## src/rtl/gshare_predictor_pkg.sv

```systemverilog
// Shared defaults and the saturating-counter step used by the gshare predictor.
package predictor_pkg;

    localparam int PC_W_DEF  = 32;
    localparam int IDX_W_DEF = 6;
    localparam int CTR_W_DEF = 2;
    localparam int GHR_W_DEF = 6;

    // Counter step for any counter width up to 31 bits; the caller truncates the result.
    function automatic logic [31:0] sat_next(input logic [31:0] ctr, input logic taken,
                                             input int unsigned ctr_w);
        logic [31:0] max_val;
        max_val = (32'd1 << ctr_w) - 32'd1;
        if (taken) begin
            return (ctr < max_val) ? ctr + 32'd1 : ctr;
        end else begin
            return (ctr > 32'd0) ? ctr - 32'd1 : ctr;
        end
    endfunction

endpackage

```

## src/rtl/gshare_predictor_counter_table.sv

```systemverilog
// Flop array of saturating counters: one training write port, one read port that
// sees a same-cycle write to the same entry.
module pred_counter_table
    import predictor_pkg::*;
#(
    parameter int IDX_W    = IDX_W_DEF,
    parameter int CTR_W    = CTR_W_DEF,
    parameter int CTR_INIT = (1 << CTR_W_DEF) - 1
) (
    input  logic             clk,
    input  logic             rst_n,
    input  logic             wr_en,
    input  logic [IDX_W-1:0] wr_idx,
    input  logic             wr_taken,
    input  logic [IDX_W-1:0] rd_idx,
    output logic [CTR_W-1:0] rd_ctr
);

    localparam int DEPTH = 1 << IDX_W;

    logic [DEPTH-1:0][CTR_W-1:0] ctr_all;
    logic [CTR_W-1:0]            wr_next;

    assign wr_next = CTR_W'(sat_next(32'(ctr_all[wr_idx]), wr_taken, CTR_W));

    generate
        for (genvar gi = 0; gi < DEPTH; gi++) begin : g_entry
            logic [CTR_W-1:0] ctr_reg;
            always_ff @(posedge clk or negedge rst_n) begin
                if (!rst_n) begin
                    ctr_reg <= CTR_W'(CTR_INIT);
                end else if (wr_en && (wr_idx == IDX_W'(gi))) begin
                    ctr_reg <= wr_next;
                end
            end
            assign ctr_all[gi] = ctr_reg;
        end
    endgenerate

    // Bypass so a request colliding with a training write predicts from the new value.
    assign rd_ctr = (wr_en && (wr_idx == rd_idx)) ? wr_next : ctr_all[rd_idx];

endmodule

```

## src/rtl/gshare_predictor.sv

```systemverilog
// Gshare / bimodal direction predictor: index hash, global history and registered
// prediction outputs around the counter table.
module gshare_predictor
    import predictor_pkg::*;
#(
    parameter int PC_W     = PC_W_DEF,
    parameter int IDX_W    = IDX_W_DEF,
    parameter int CTR_W    = CTR_W_DEF,
    parameter int GHR_W    = GHR_W_DEF,
    parameter int HIST_EN  = 1,
    parameter int CTR_INIT = (1 << CTR_W) - 1
) (
    input  logic             clk,
    input  logic             rst_n,
    input  logic             req_valid,
    input  logic [PC_W-1:0]  req_pc,
    output logic             pred_valid,
    output logic             pred_taken,
    output logic [IDX_W-1:0] pred_index,
    input  logic             upd_valid,
    input  logic [IDX_W-1:0] upd_index,
    input  logic             upd_taken,
    output logic [GHR_W-1:0] ghr_out
);

    generate
        if ((GHR_W > IDX_W) || (GHR_W < 1) || (CTR_W < 1)) begin : g_bad_params
            $error("gshare_predictor: need 1 <= GHR_W <= IDX_W and CTR_W >= 1");
        end
    endgenerate

    logic [GHR_W-1:0] ghr_reg;
    logic [GHR_W-1:0] ghr_next;
    logic [IDX_W-1:0] hist_ext;
    logic [IDX_W-1:0] req_idx;
    logic [CTR_W-1:0] rd_ctr;
    logic             pred_valid_reg;
    logic             pred_taken_reg;
    logic [IDX_W-1:0] pred_index_reg;
    logic             unused_pc_bits;

    assign unused_pc_bits = ^{req_pc[PC_W-1:IDX_W+2], req_pc[1:0]};

    assign hist_ext = (HIST_EN != 0) ? IDX_W'(ghr_reg) : '0;
    assign req_idx  = req_pc[IDX_W+1:2] ^ hist_ext;

    generate
        if (GHR_W == 1) begin : g_ghr_one
            assign ghr_next = upd_taken;
        end else begin : g_ghr_shift
            assign ghr_next = {ghr_reg[GHR_W-2:0], upd_taken};
        end
    endgenerate

    pred_counter_table #(
        .IDX_W   (IDX_W),
        .CTR_W   (CTR_W),
        .CTR_INIT(CTR_INIT)
    ) u_table (
        .clk     (clk),
        .rst_n   (rst_n),
        .wr_en   (upd_valid),
        .wr_idx  (upd_index),
        .wr_taken(upd_taken),
        .rd_idx  (req_idx),
        .rd_ctr  (rd_ctr)
    );

    // History only moves on resolved branches, never on prediction.
    always_ff @(posedge clk or negedge rst_n) begin
        if (!rst_n) begin
            ghr_reg <= '0;
        end else if (upd_valid) begin
            ghr_reg <= ghr_next;
        end
    end

    always_ff @(posedge clk or negedge rst_n) begin
        if (!rst_n) begin
            pred_valid_reg <= 1'b0;
            pred_taken_reg <= 1'b0;
            pred_index_reg <= '0;
        end else begin
            pred_valid_reg <= req_valid;
            if (req_valid) begin
                pred_taken_reg <= rd_ctr[CTR_W-1];
                pred_index_reg <= req_idx;
            end
        end
    end

    assign pred_valid = pred_valid_reg;
    assign pred_taken = pred_taken_reg;
    assign pred_index = pred_index_reg;
    assign ghr_out    = ghr_reg;

endmodule

```

## config.mk

```make
export PLATFORM = sky130hd
export DESIGN_NAME = gshare_predictor
export DESIGN_NICKNAME = d
export VERILOG_FILES = /design/src/rtl/gshare_predictor_pkg.sv /design/src/rtl/gshare_predictor_counter_table.sv /design/src/rtl/gshare_predictor.sv
export SDC_FILE = /design/constraint.sdc
export NUM_CORES = 1
export LEC_CHECK = 0
export CAP_MARGIN = 20
export CORE_MARGIN = 2
export CORE_UTILIZATION = 45
export DETAILED_ROUTE_END_ITERATION = 8
export GPL_TIMING_DRIVEN = 0
export PLACE_DENSITY = 0.76
export RECOVER_POWER = 50
export SLEW_MARGIN = 20
export SYNTH_ARGS = -nofsm -noshare
export SYNTH_HDL_FRONTEND = slang
export SYNTH_SLANG_ARGS = --single-unit
```

## constraint.sdc

```tcl
create_clock -name clk -period 4.4 [get_ports clk]
set_input_delay 0.88 -clock clk [delete_from_list [all_inputs] [get_ports clk]]
set_output_delay 0.88 -clock clk [all_outputs]
set_load 0.01 [all_outputs]
```

# == Word-level counts from Yosys, hierarchy flattened ==
# Index checks and enable logic that the tools add are counted.
# word_totals
register_bits,142
in_bits,43
elab_cells,213
# classes
n_addsub,2
n_lt_le_gt_ge,4
eq_ne,64
n_mux,8
n_bitwise,1
n_reduce_logical,66
# ops
operator,count
"== test 6 bit, second input constant",32
"== test 6 x 5 -> 1 bit, second input constant",16
logical AND 1 bit,65
"== test 6 x 4 -> 1 bit, second input constant",8
binary-select mux 2 bit (select 6 bit),2
"== test 6 x 3 -> 1 bit, second input constant",4
"< comparator 6 x 7 -> 1 bit, second input constant",2
"== test 6 x 2 -> 1 bit, second input constant",2
two-way mux 2 bit,6
"== test 6 x 1 -> 1 bit, second input constant",1
== test 6 bit,1
logical NOT 6 bit,1
bitwise XOR 6 bit,1
"adder 2 x 1 -> 2 bit, second input constant",1
"greater-than comparator 2 x 1 -> 1 bit, second input constant",1
"< comparator 2 bit, second input constant",1
"subtractor 2 x 1 -> 2 bit, second input constant",1

# == Depth between registers and ports, before layout ==
# logic_depth
word_depth,6
mapped_depth,12

# == Cells and area by module ==
# A second synthesis with hierarchy kept.
# unflattened
cells_unflattened,589
area_unflattened_um2,8296.7
# modules_own_cells
mod,instances,cells_each,area_each_um2,seq_area_each_um2
pred_counter_table,1,554,7724.9,3363.2
gshare_predictor,1,35,571.8,350.3

# == Worst setup path before layout ==
# Ideal clock, no wire load.
# synth_timing
kind,input -> register
start,input port upd_index[1]
end,register u_table.g_entry[43].ctr_reg[1]
setup_time_ns,0.082
t_arrival_ns,3.524
required_ns,4.318
setup_slack_ns,0.794
cell_stages,12
path_buffers,5
cell_sequence,clkbuf_1 -> clkbuf_1 -> buf_2 -> mux4_2 -> a22oi_1 -> a21oi_1 -> nor4_2 -> inv_2 -> maj3_2 -> buf_2 -> buf_2 -> mux2_2
# synth_between
elab_chain_cells,5
word_cells_on_any_way,11
cone_classes,2 x add/sub; 2 x order compare; 1 x eq/ne; 5 x mux; 1 x reduce/logical
# synth_lines
item,line,rtl
"start, declared",gshare_predictor.sv:21,"input logic [IDX_W-1:0] upd_index,"
binary-select mux 2 bit (select 6 bit),gshare_predictor_counter_table.sv:24,"assign wr_next = CTR_W'(sat_next(32'(ctr_all[wr_idx]), wr_taken, CTR_W));"
two-way mux 2 bit (implied by the code),gshare_predictor_counter_table.sv:24,
"subtractor 2 x 1 -> 2 bit, or another cell as far along",gshare_predictor_pkg.sv:17,return (ctr > 32'd0) ? ctr - 32'd1 : ctr;
"two-way mux 2 bit, on equally long branches","gshare_predictor_pkg.sv:17, gshare_predictor_pkg.sv:15",
two-way mux 2 bit,gshare_predictor_pkg.sv:14,if (taken) begin
"end signal, assigned",gshare_predictor_counter_table.sv:31,ctr_reg <= CTR_W'(CTR_INIT);
"end signal, assigned",gshare_predictor_counter_table.sv:33,ctr_reg <= wr_next;
"end, declared",gshare_predictor_counter_table.sv:28,logic [CTR_W-1:0] ctr_reg;
# Parallel ways exist; a longest one is shown, timed or not. The select of a mux whose other input is x is not followed.
# A chain may end at the register's enable or synchronous reset.

# == Worst setup path in the final report ==
# layout_timing
start,input port upd_index[1]
end,register u_table.g_entry[39].ctr_reg[0]
# layout_between
elab_chain_cells,5
word_cells_on_any_way,11
cone_classes,2 x add/sub; 2 x order compare; 1 x eq/ne; 5 x mux; 1 x reduce/logical
# layout_lines
item,line
binary-select mux 2 bit (select 6 bit),gshare_predictor_counter_table.sv:24
two-way mux 2 bit (implied by the code),gshare_predictor_counter_table.sv:24
"subtractor 2 x 1 -> 2 bit, or another cell as far along",gshare_predictor_pkg.sv:17
"two-way mux 2 bit, on equally long branches","gshare_predictor_pkg.sv:17, gshare_predictor_pkg.sv:15"
two-way mux 2 bit,gshare_predictor_pkg.sv:14
"end signal, assigned",gshare_predictor_counter_table.sv:31
"end signal, assigned",gshare_predictor_counter_table.sv:33
"end, declared",gshare_predictor_counter_table.sv:28
# Parallel ways exist; a longest one is shown, timed or not. The select of a mux whose other input is x is not followed.

==> impl_metrics.toml <==
[setup_path]
rr_endpoint = "pred_taken"
slowest_delay_ns = 0.56
reg2reg_from = "ghr_out[1]"
cpMostUsedCell = "clkbuf_1"
endpoint_kind = "flop"
r2r_cells = 8
r2r_setup_slack_ns = 0.93
cp.arrival_ns = 4.67
cp.required_ns = 4.77
worst_path_max_delay_cell = "clkbuf_1"
critPathMaxFanout = 10
path_class = "in -> reg"
crit_chain = "clkbuf_1 -> clkbuf_2 -> buf_2 -> mux4_2 -> a22oi_1 -> a21oi_1 -> nor4_2 -> maj3_2 -> clkbuf_1 -> mux2_2"
cp-start-kind = "input port"

[die]
coreArea_um2 = 16410
die_w_um = 132.9
die_area_um2 = 17650
initial_core_util_pct = 45.53
dieHeight_um = 132.9
num_rows = 47
pin_count = 57

[timing]
hold_ws_ns = 0.5120
slew_headroom_pct = -134.5
finalClockSkew_ns = 0.007883
rsz0062_at_grt = "no"
fin_crit_sh_pct = 97.83
hold_viol = 0
fin_tns_setup_ns = 0
fin_ws_ns = 0.09529
max_slew.worst_pin.slew_ns = 3.518
min_period_ns = 4.305
setup_viol = 0
maxSlewViolCount = 65
fmax_mhz = 232.3

[clock_network]
hold_buffers = 0
cts_htree_levels = 4
clk_pin_slew_ns = 0.06
clkLatencyLatePin_ns = 0.43
cts_max_path_buffers = 2
cts_buffers = 17
cts_tree = "done"
cts_sinks = 142
cts_root_buffer = "clkbuf_16"
cts_setup_buffers = 0

[global_route]
grt.overflow.total = 0
grt_pass1_wl_um = 31070
track_usage_pct = 23.89
grt_max_degree = 79
antenna_found_initial = 0
grt_pass1_vias = 5385

[routing]
drtIter0Drc = 370
wl_per_cell_um = 24.13
via_per_inst = 5.960
drc_errors = 0
num_vias = 4911
firstDrtPassIters = 5
routed_wl_um = 19880
ant_nets = 0

[worst_hold_path]
worstHoldStart = "pred_index[0]"
min_to = "pred_index[0]"
hold_depth = 2
hold_path.class = "reg -> reg"

[place]
pre_cts_slack_ns = -0.5458
dp.cells = 792
dpl_cell_area_um2 = 8065
dpl.hpwl_um = 14170
gp_congestion = 0.9775
portBuffers = 26

[layout]
largest_reg_flops = 128
regArea_um2 = 3714
n_antenna_cell = 0
fin_area_um2 = 8671
nets = 634
finalNonFillerCells = 824
nFillCells = 1321
drive_gt1_share_pct = 59.93
area_delta_synth_final_pct = 16.06
multi_input_area_um2 = 3588

[synthesis]
synth_cells = 544
synth_area_um2 = 7471
yosysWarnings = 0
synth.distinct_cells = 35
ys_top_cells_by_area = "dfstp_2, mux2_2, mux4_2"
ys_ff_latch = 142
syn_nets = 587
yosysSeqAreaShare_pct = 49.71
ys_async_sr_fraction_pct = 100.0
yosys.area.top_type = "dfstp_2"
synth_top_cell_area_share_pct = 45.02
synth_area_per_cell_um2 = 13.73
synth_edf_count = 0
synth_ff_type = "dfstp_2"

[outcome]
violations = "max-capacitance violations, max-slew violations"
status = "finished, violations left"

[flow_run]
maxCapViolCount = 1

[power]
leakage_nw = 3.292
p_per_area_nw_per_um2 = 431.6
irDropWorstVdd_v = 0.0002810
cells in the mapped netlist (7+ instances only):
cell type	number
a21oi_1	12
a22oi_1	24
buf_2	9
clkbuf_1	23
dfrtp_1	14
dfstp_2	128
mux2_2	134
mux4_2	48
nand2_1	49
nand2b_1	7
nor2_1	40
xnor2_1	9
worst max-delay path, delay by kind of cell:
| family | cells | cell delay (ns) |
|---|---|---|
| muxes | 2 | 0.69 |
| adders and majority gates | 1 | 0.44 |
| AOI/OAI and AO/OA | 2 | 0.39 |
| buffers and inverters | 4 | 1.89 |
| and+or+nand+nor | 1 | 0.37 |
cells in the final DEF (no fill, tap or decap), types with 2 or more instances in the layout:
cell	Yosys	layout
mux2_2	134	134
dfstp_2	128	128
nand2_1	49	49
mux4_2	48	48
nor2_1	40	40
clkbuf_1	23	27
a22oi_1	24	24
clkdlybuf4s50_1	0	23
clkbuf_16	0	17
dfrtp_1	14	14
a21oi_1	12	12
buf_2	9	9
xnor2_1	9	9
nand2b_1	7	7
buf_6	3	4
a211oi_1	4	4
nor3_1	4	4
nand3_1	4	4
xor2_1	6	4
bufinv_16	0	4
clkinv_2	0	4
nor2b_1	2	2
buf_1	3	2
maj3_2	2	2
nor3b_1	2	2
nor4_1	2	2
and3_1	2	2
nand3b_1	2	2
xor2_2	0	2
clkinv_4	0	2
dlygate4sd3_1	0	2
worst max path at each step:
| stage | start | to | slack (ns) |
|---|---|---|---|
| 2_1_floorplan | upd_index[1] | u_table.g_entry[43].ctr_reg[1] | 0.79 |
| 3_3_place_gp | rst_n | ghr_out[4] | -2.66 |
| 3_5_place_dp | upd_index[1] | u_table.g_entry[13].ctr_reg[0] | -0.55 |
| 4_1_cts | upd_index[1] | u_table.g_entry[13].ctr_reg[0] | 0.20 |
| 5_1_grt | upd_index[1] | u_table.g_entry[44].ctr_reg[0] | 0.05 |
| 6_report | upd_index[1] | u_table.g_entry[39].ctr_reg[0] | 0.1 |
cell type report:
| class | count | area share, % |
|---|---|---|
| plain buffers | 38 | 2.049 |
| clock buffers | 21 | 5.195 |
| clock inverters | 11 | 1.905 |
| inverters | 2 | 0.08658 |
| multi-input cells | 362 | 41.39 |
| flip-flops and latches | 142 | 42.83 |
| well taps | 220 | 3.175 |
| repair buffers | 28 | 3.377 |
per-layer routing:
| layer | vias to the layer above | GRT usage [%] | routed length [µm] |
|---|---|---|---|
| met5 | - | 0 | 0 |
| met4 | 0 | 9.857 | 642 |
| met3 | 49 | 6.245 | 1231 |
| met2 | 196 | 38.43 | 9712 |
| met1 | 2552 | 30.91 | 8294 |
| li1 | 2114 | - | - |
through the flow:
| step | util (%) | total power [mW] |
|---|---|---|
| after floorplan | - | 1.986 |
| after global placement | 48.80 | 2.217 |
| after detailed placement | 49.16 | 2.254 |
| after CTS | 52.92 | 3.760 |
| after global routing | 52.85 | 3.893 |
| final | 52.85 | 3.742 |
report_power, final:
part | switching, mW | leakage (nW) | internal [mW]
Combinational | 0.342 | 1.50 | 0.298
Sequential | 0.0838 | 1.49 | 1.52
Clock | 0.542 | 0.301 | 0.960
cell families (layout without fill, tap and decap cells):
logic type	Yosys count	after routing	share of synthesized area, %
buffers and inverters	40	100	2.462
adder cells (fa/ha/maj)	2	2	0.3014
flip-flops	142	142	49.71
multiplexers	182	182	34.67
AO/OA/AOI/OAI	42	42	3.852
AND/OR/NAND/NOR	121	121	7.252
XOR/XNOR	15	15	1.759
repair_timing:
action | in CTS | in global routing
endpoints found under the setup margin | 36 | 0
resized for setup | 1 | 0
hold endpoints to repair | 0 | 0
(Power assumes the default switching activity.)
